===== config.mk =====
export PLATFORM = sky130hd
export DESIGN_NAME = issue_buffer
export DESIGN_NICKNAME = d
export VERILOG_FILES = /design/src/rtl/issue_pkg.sv /design/src/rtl/issue_hazard_check.sv /design/src/rtl/issue_buffer.sv
export SDC_FILE = /design/constraint.sdc
export NUM_CORES = 1
export LEC_CHECK = 0
export BUFFER_PORTS_ARGS = -buffer_cell sky130_fd_sc_hd__buf_2
export CORE_MARGIN = 5
export CORE_UTILIZATION = 45
export CTS_CLUSTER_SIZE = 28
export DETAILED_ROUTE_END_ITERATION = 6
export SYNTH_ARGS = -nofsm -noshare
export SYNTH_HDL_FRONTEND = slang
export SYNTH_SLANG_ARGS = --single-unit

===== constraint.sdc =====
create_clock -name clk -period 10.9 [get_ports clk]
set_input_delay 1.09 -clock clk [delete_from_list [all_inputs] [get_ports clk]]
set_output_delay 1.09 -clock clk [all_outputs]
set_load 0.02 [all_outputs]

===== src/rtl/issue_pkg.sv =====
// Shared types for the dual-issue dispatch stage: the buffered instruction entry
// and the register-dependency helper used by the hazard rules.
package issue_pkg;

    localparam int PAYLOAD_W_MAX = 64;
    localparam int REG_W         = 5;
    localparam logic [REG_W-1:0] REG_ZERO = '0;

    typedef struct packed {
        logic [PAYLOAD_W_MAX-1:0] payload;
        logic [REG_W-1:0]         rd;
        logic [REG_W-1:0]         rj;
        logic [REG_W-1:0]         rk;
        logic                     main_only;
        logic                     is_load;
    } issue_entry_t;

    // True when entry e reads register r; register 0 is never a dependency.
    function automatic logic has_dep(input issue_entry_t e, input logic [REG_W-1:0] r);
        return (r != REG_ZERO) && ((e.rj == r) || (e.rk == r));
    endfunction

endpackage


===== src/rtl/issue_hazard_check.sv =====
// Pure combinational issue rules for the two head entries: load-use, pair RAW/WAW,
// pipe-class restriction, EX stall and strict program order.
module issue_hazard_check
    import issue_pkg::*;
#(
    parameter int CNT_W = 4
) (
    input  issue_entry_t     h0,
    input  issue_entry_t     h1,
    input  logic [REG_W-1:0] ex_ld,
    input  logic [REG_W-1:0] m1_ld,
    input  logic [CNT_W-1:0] count,
    input  logic             stall_i,
    output logic [1:0]       issue
);

    logic lu0, lu1, raw, waw;
    logic unused_fields;

    assign lu0 = has_dep(h0, ex_ld) || has_dep(h0, m1_ld);
    assign lu1 = has_dep(h1, ex_ld) || has_dep(h1, m1_ld);
    assign raw = has_dep(h1, h0.rd);
    assign waw = (h0.rd != REG_ZERO) && (h0.rd == h1.rd);

    // Pipe 0 accepts every class, so H0's class and both payloads are irrelevant here.
    assign unused_fields = ^{h0.payload, h0.main_only, h1.payload};

    // H1 may only go alongside H0; a load is always main-only.
    assign issue[0] = (count != '0) && !stall_i && !lu0;
    assign issue[1] = issue[0] && (count >= CNT_W'(2)) && !(h1.main_only || h1.is_load)
                      && !lu1 && !raw && !waw;

endmodule


===== src/rtl/issue_buffer.sv =====
// Dual-issue in-order dispatch buffer: circular FIFO of decoded instructions,
// a two-stage load scoreboard, and issue to pipe 0 (oldest) and pipe 1 (next).
module issue_buffer
    import issue_pkg::*;
#(
    parameter int DEPTH     = 8,
    parameter int PAYLOAD_W = 64
) (
    input  logic                       clk,
    input  logic                       rst,
    input  logic                       flush_i,
    input  logic                       stall_i,
    input  logic [1:0]                 in_valid_i,
    input  logic [1:0][PAYLOAD_W-1:0]  in_payload_i,
    input  logic [1:0][REG_W-1:0]      in_rd_i,
    input  logic [1:0][REG_W-1:0]      in_rj_i,
    input  logic [1:0][REG_W-1:0]      in_rk_i,
    input  logic [1:0]                 in_main_only_i,
    input  logic [1:0]                 in_is_load_i,
    output logic                       in_ready_o,
    output logic [1:0]                 issue_o,
    output logic [1:0][PAYLOAD_W-1:0]  issue_payload_o
);

    localparam int PTR_W = $clog2(DEPTH);
    localparam int CNT_W = PTR_W + 1;

    issue_entry_t           mem [DEPTH];
    issue_entry_t           in_e [2];
    issue_entry_t           h0, h1;
    logic [PTR_W-1:0]       head, tail, head_p1, tail_p1;
    logic [CNT_W-1:0]       count;
    logic [REG_W-1:0]       ex_ld, m1_ld;
    logic [1:0]             hz_issue, enq_n, iss_n;
    logic                   enq_ok;

    // Handshake: in_ready_o depends only on registered count (room for a full pair);
    // slot s is taken when in_valid_i[s] & in_ready_o & ~flush_i. Slot 1 never
    // comes without slot 0. Issue has no ready: issue_o[p] is the transfer itself.
    assign in_ready_o = !rst && (count <= CNT_W'(DEPTH - 2));
    assign enq_ok     = in_ready_o && !flush_i;
    assign enq_n      = enq_ok ? ({1'b0, in_valid_i[0]} + {1'b0, in_valid_i[1]}) : 2'd0;

    assign head_p1 = head + PTR_W'(1);
    assign tail_p1 = tail + PTR_W'(1);
    assign h0      = mem[head];
    assign h1      = mem[head_p1];

    always_comb begin
        for (int s = 0; s < 2; s++) begin
            in_e[s]           = '0;
            in_e[s].payload   = PAYLOAD_W_MAX'(in_payload_i[s]);
            in_e[s].rd        = in_rd_i[s];
            in_e[s].rj        = in_rj_i[s];
            in_e[s].rk        = in_rk_i[s];
            in_e[s].main_only = in_main_only_i[s] || in_is_load_i[s];
            in_e[s].is_load   = in_is_load_i[s];
        end
    end

    issue_hazard_check #(.CNT_W(CNT_W)) u_hazard (
        .h0      (h0),
        .h1      (h1),
        .ex_ld   (ex_ld),
        .m1_ld   (m1_ld),
        .count   (count),
        .stall_i (stall_i),
        .issue   (hz_issue)
    );

    assign issue_o            = (rst || flush_i) ? 2'b00 : hz_issue;
    assign iss_n              = {1'b0, issue_o[0]} + {1'b0, issue_o[1]};
    assign issue_payload_o[0] = issue_o[0] ? h0.payload[PAYLOAD_W-1:0] : '0;
    assign issue_payload_o[1] = issue_o[1] ? h1.payload[PAYLOAD_W-1:0] : '0;

    // Storage carries no reset; only the pointers define what is valid.
    always_ff @(posedge clk) begin
        if (enq_ok && in_valid_i[0]) mem[tail]    <= in_e[0];
        if (enq_ok && in_valid_i[1]) mem[tail_p1] <= in_e[1];
    end

    always_ff @(posedge clk) begin
        if (rst || flush_i) begin
            head  <= '0;
            tail  <= '0;
            count <= '0;
            ex_ld <= REG_ZERO;
            m1_ld <= REG_ZERO;
        end else begin
            tail  <= tail + PTR_W'(enq_n);
            head  <= head + PTR_W'(iss_n);
            count <= count + CNT_W'(enq_n) - CNT_W'(iss_n);
            // Only EX and M1 need blocking; M2 onward is covered by forwarding.
            if (!stall_i) begin
                m1_ld <= ex_ld;
                ex_ld <= (issue_o[0] && h0.is_load) ? h0.rd : REG_ZERO;
            end
        end
    end

    always_ff @(posedge clk) begin
        if (!rst) begin
            assert (count <= CNT_W'(DEPTH));
            if (enq_ok) assert (in_valid_i != 2'b10);
        end
    end

endmodule


==> impl_metrics.toml, run 1 <==
[status]
outcome = "complete, no violations"

[synthesis]
syn-num-nets = 2705
syn_inst = 2521
ys_types = 70
synth_ff_type = "edfxtp_1"
async_reset_ff_share_pct = 0
syn_area_mm2 = 0.04008
synth_edf_count = 648
synth-seq-cells = 668
syn_avg_cell_area_um2 = 15.90
yosysSeqAreaShare_pct = 49.55
yosysWarningCount = 0

[sta]
clock_skew_ns = 0.02214
hold_violations = 0
min_period_ns = 8.213
period_share_pct = 75.35
whs_ns = 0.6081
worst_pin_slew_ns = 1.209
slew_violations = 0
setup_viol = 0
max-slew-margin-rel_pct = 19.37
final.setup.tns_ns = 0
rsz0062_at_grt = "false"
clock.fmax_mhz = 121.8

[die]
die_y_um = 308.4
core_mm2 = 0.08837
ios = 299
start_util_pct = 45.35
rows = 109
die_area_mm2 = 0.09514
die_width_um = 308.4

[worst_hold_path]
hold_path_class = "flop to flop"

[setup_path]
cp-start-kind = "flop"
crit_type = "flop to output pin"
worst_ep_required_time_ns = 9.81
r2r_setup_slack_ns = 2.83
path_max_fanout = 53
crit_path_end_kind = "output pin"
worst-endpoint-arrival_ns = 7.12

[clock_network]
clockRootBuffer = "clkbuf_16"
htreeDepth = 3
post_cts_buffers = 0
clk_latency_ns = 0.62
cts_buffers = 79
ctsResizeCount = 0
clkTransAtPathRegs_ns = 0.06
clk_path_buf_depth = 3
cts.sinks = 668
cts_tree = "done"
cts_hold_buffers = 0

[pwr]
intPower_uw = 4529
power.leakage_uw = 0.01443
p_clk_share_pct = 43.9
p_seq_share_pct = 49.1
switchingPower_uw = 1309
powerDensity_mw_per_mm2 = 129.6
sw_frac_of_total_pct = 22.42
comb_power_share_pct = 7.0
peakVddDrop_mv = 0.1048

[detailed_routing]
ant_nets = 0
drt_iter0_drc = 1978
drtPass1Iterations = 5
wl_mm = 122.2
post_drt_wl_per_cell_um = 30.76
vias = 24820
vias_per_cell = 6.246
drc = 0

[layout]
finalNetCount = 2915
nFillCells = 7421
multiInputGateArea_mm2 = 0.01929
area_growth_pct = 12.37
drive_gt1_share_pct = 31.55
seq_area_mm2 = 0.01987

[global_route]
grt.total_usage_pct = 25.42
grt_max_degree = 88
grt_pass1_vias = 26640
grt_use_met2_pct = 44.63
grt_pass1_wl_mm = 180.6
grt.met3_usage_pct = 4.951
grt.busiest_layer = "met2"
grt_overflow = 0
grt_antenna_before_repair = 36
met1_usage_pct = 32.73

[placed_design]
finalWeightedCongestion = 0.8247
io_buffers = 298
place_hpwl_mm = 72.70

[job]
drv_cap = 0
power by group through the flow:
| stage | sequential, uW | combinational [uW] | clock, uW |
|---|---|---|---|
| 2_1_floorplan | 2920 | 247 | 0 |
| 3_3_place_gp | 2920 | 391 | 0 |
| 3_5_place_dp | 2920 | 405 | 0 |
| 4_1_cts | 2870 | 408 | 2620 |
| 5_1_grt | 2870 | 443 | 2720 |
| 6_report | 2870 | 407 | 2560 |
cell usage after synthesis (all sizes together), types with 24 or more instances:
master  count  area share, %
nor3       65            1.3
clkbuf     76           0.71
mux2      642             18
a21oi      34           0.43
xor2       30           0.67
nand2      32           0.30
nor2       91           0.85
mux2i     228            5.8
edfxtp    648             49
mux4      285             16
nand3      30           0.39
xnor2      24           0.54
buf       140            2.0
worst max-delay path: stages, from the launching register on:
cell and delay, ns:
dfxtp_4 0.95, ha_4 0.88, buf_4 0.72, mux4_2 0.64
xor2_1 0.17, nor3_1 0.06, nor3_1 0.27, nor4_1 0.10
a21oi_2 0.89, nand4_4 0.75, buf_4 0.57, nor2_1 0.21
buf_2 0.20
registers in the layout, summed over array words and instances, names as in the netlist:
name,flops
mem,648
head,3
count,4
ex_ld,5
m1_ld,5
tail,3
final timing paths:
path         startpoint          to  cells after the start
max             head[1]  issue_o[1]                     12
max reg2reg     head[1]    count[3]                     18
min            ex_ld[0]    ex_ld[0]                      2
min reg2reg    ex_ld[0]    ex_ld[0]                      2
final cells by class:
class                   count  area share (%)
clock inverters            38          0.6917
clock buffers             101           4.759
inverters                  16          0.1333
flip-flops and latches    668           44.12
diodes                     20          0.1111
well taps                1165           3.236
multi-input cells        1621           42.83
repair buffers            345           4.123
cell families (layout without fill, tap and decap cells):
kind of cell               Yosys count  count (layout)  synth area share [%]
other                                0              20                     0
and+or+nand+nor                    291             291                 4.274
buffers and inverters              232             500                 2.828
xor gates and xnor gates            54              54                 1.217
muxes                             1155            1155                 39.80
AOI/OAI and AO/OA                  105             105                 1.754
DFF                                668             668                 49.55
adders and majority gates           16              16                0.5744
placed cells by master (no fill, tap or decap), drive strengths merged, types with 5 or more instances in the layout:
| master | Yosys | final |
|---|---|---|
| mux2i | 228 | 228 |
| o21ai | 12 | 12 |
| mux2 | 642 | 642 |
| clkinv | 0 | 31 |
| nor3 | 65 | 65 |
| dfxtp | 20 | 20 |
| xor2 | 30 | 30 |
| clkbuf | 76 | 101 |
| bufinv | 0 | 5 |
| a21oi | 34 | 34 |
| and2 | 10 | 10 |
| mux4 | 285 | 285 |
| nor4 | 6 | 6 |
| ha | 12 | 12 |
| nand3 | 30 | 30 |
| and4b | 22 | 22 |
| nor2 | 91 | 91 |
| nand4 | 10 | 10 |
| buf | 140 | 345 |
| o21bai | 5 | 5 |
| nand2 | 32 | 32 |
| a22o | 7 | 7 |
| inv | 16 | 18 |
| edfxtp | 648 | 648 |
| a22oi | 17 | 17 |
| nor2b | 6 | 6 |
| xnor2 | 24 | 24 |
| diode | 0 | 20 |
metal layers:
metal	part of all wire, %	vias up	wire [um]
li1	-	10710	-
met1	40	13140	49180
met2	51	767	62700
met4	2.2	20	2737
met3	6.1	182	7491
met5	0.11	-	136
metrics by stage:
step / area, um2 / instances / power, uW / utilization, % / setup WS [ns]
2_1_floorplan: 40080 / 2521 / 3167 / - / 2.047
3_3_place_gp: 42530 / 3815 / 3310 / 48.13 / 3.002
3_5_place_dp: 42530 / 3815 / 3326 / 48.13 / 2.882
4_1_cts: 44990 / 3954 / 5891 / 50.91 / 2.614
5_1_grt: 45010 / 3961 / 6031 / 50.93 / 2.305
6_report: 45040 / 3974 / 5838 / 50.96 / 2.687
Power figures use the tool's default switching activity.
==> inputs of run 2 (changes only) <==
==> constraint.sdc (replaced) <==
create_clock -name clk -period 7.65 [get_ports clk]
set_input_delay 0.765 -clock clk [delete_from_list [all_inputs] [get_ports clk]]
set_output_delay 0.765 -clock clk [all_outputs]
set_load 0.02 [all_outputs]
==> run 2 against run 1 <==
Register-to-register slack got worse by 1.0 ns. Routed wire length grew 0.45%. Non-clock buffer count decreased by 2. Critical path depth is 1 lower. Sequential cell count is the same. Sequential power rose by 43%. Count of clock-buffer cells in the layout grew 1. Combinational power rose by 45%. Clock skew fell by 0.0041 ns. Global-route usage is 0.11 points higher. Critical path type unchanged. Highest routed layer unchanged.
==> impl_metrics.toml, run 2 (synthesized netlist as in run 1, its figures left out) <==
[clock_network]
clk_latency_ns = 0.64
cts_buffers = 79
cts_hold_buffers = 0
cts.sinks = 668
cts_tree = "done"
clockRootBuffer = "clkbuf_16"
clkTransAtPathRegs_ns = 0.06
ctsResizeCount = 0
htreeDepth = 3
clk_path_buf_depth = 3
post_cts_buffers = 0

[setup_path]
worst-endpoint-arrival_ns = 5.73
crit_type = "flop to output pin"
path_max_fanout = 106
crit_path_end_kind = "output pin"
cp-start-kind = "flop"
worst_ep_required_time_ns = 6.88

[layout]
reg.largest.list = "mem: 648 flops, ex_ld: 5 flops, m1_ld: 5 flops"
drive_gt1_share_pct = 31.96
largest_register_ffs = 648
final_cell_mix = "edfxtp_1, mux2_1, buf_2"
top_register = "mem"
utilization_pct = 51.23
nFillCells = 7409
finalNetCount = 2913
final_common_cell = "edfxtp_1"
area_growth_pct = 12.96

[global_route]
grt_overflow = 0
grt_pass1_wl_mm = 180.4
grt.total_usage_pct = 25.54
grt_pass1_vias = 26810
grt_max_degree = 107
grt_antenna_before_repair = 44

[sta]
clock.fmax_mhz = 154.0
setup_viol = 0
max-slew-margin-rel_pct = 11.00
min_period_ns = 6.495
worst_pin_slew_ns = 1.335
final.setup.tns_ns = 0
slew_violations = 0
rsz0062_at_grt = "false"
period_share_pct = 84.90
hold_violations = 0
clock_skew_ns = 0.01804

[detailed_routing]
vias_per_cell = 6.273
drtPass1Iterations = 5
drc = 0
ant_nets = 0
vias = 25030
wl_met2_mm = 62.68
post_drt_wl_per_cell_um = 30.77
wl_met3_mm = 7.364
drt_iter0_drc = 2097
met1_length_mm = 49.28
routed.top_layer = "met5"
wl_mm = 122.8

[status]
outcome = "complete, no violations"

[die]
die_width_um = 308.4
rows = 109
start_util_pct = 45.35
die_area_mm2 = 0.09514
core_mm2 = 0.08837
ios = 299
die_y_um = 308.4

[placed_design]
place_hpwl_mm = 71.39
io_buffers = 298
finalWeightedCongestion = 0.7996

[job]
drv_cap = 0

[pwr]
power.leakage_uw = 0.01450
peakVddDrop_mv = 0.1830
powerDensity_mw_per_mm2 = 188.0

[worst_hold_path]
hold_path_class = "input pin to flop"
run 2: worst max-delay path: stages, from the launching register on:
cell and delay [ns]:
dfxtp_4 0.75, buf_12 0.54, mux4_2 0.58, or2_1 0.23
and2_1 0.23, o21bai_1 0.21, mux2i_4 0.81, nand2_1 0.22
nand4_4 0.18, buf_4 0.76, nor3_2 0.08, buf_2 0.20
run 2: area by class of cell:
class                      instances  area [um2]  area share (%)
clock inverter                    44       481.7           1.064
antenna                           31       77.57          0.1713
multi-input combinational       1621       19290           42.61
clock buffer                     102        2135           4.715
sequential                       668       19870           43.89
timing repair buffer             343        1904           4.206
inverter                          16       60.06          0.1326
tap                             1165        1458           3.219
run 2: path summary, 6_finish.rpt:
kind                                  startpoint                   to  slack [ns]  cells after the start
worst min register to register          ex_ld[0]             ex_ld[0]        0.62                      2
worst max-delay path                     head[0]  issue_payload_o[98]        1.16                     11
worst min-delay path            in_payload_i[96]           mem[4][49]        0.51                      2
worst max register to register           head[0]             count[3]        1.79                     17
run 2: through the flow:
step	cell area, um2	power [uW]	hold WS (ns)	worst slack (ns)	instances
after detailed placement	42580	4749	0.6014	1.857	3813
after global routing	45240	8778	0.4976	0.9104	3974
after global placement	42580	4724	0.6019	2.013	3813
after CTS	45200	8579	0.4612	1.162	3959
final	45280	8511	0.5104	1.155	3990
after floorplan	40090	4511	0.5682	1.398	2521
run 2: power by group:
group / switching [uW] / internal, uW / leakage (uW)
Combinational: 338 / 252 / 0.00721
Sequential: 20.9 / 4060 / 0.00601
Clock: 1580 / 2260 / 0.00127
Total: 1940 / 6570 / 0.0145
run 2: metal layers:
layer  track usage (%)  vias up
met2             44.97      811
met3             4.340      205
li1                  -    10730
met5                 0        -
met4             7.670       24
met1             32.54    13260
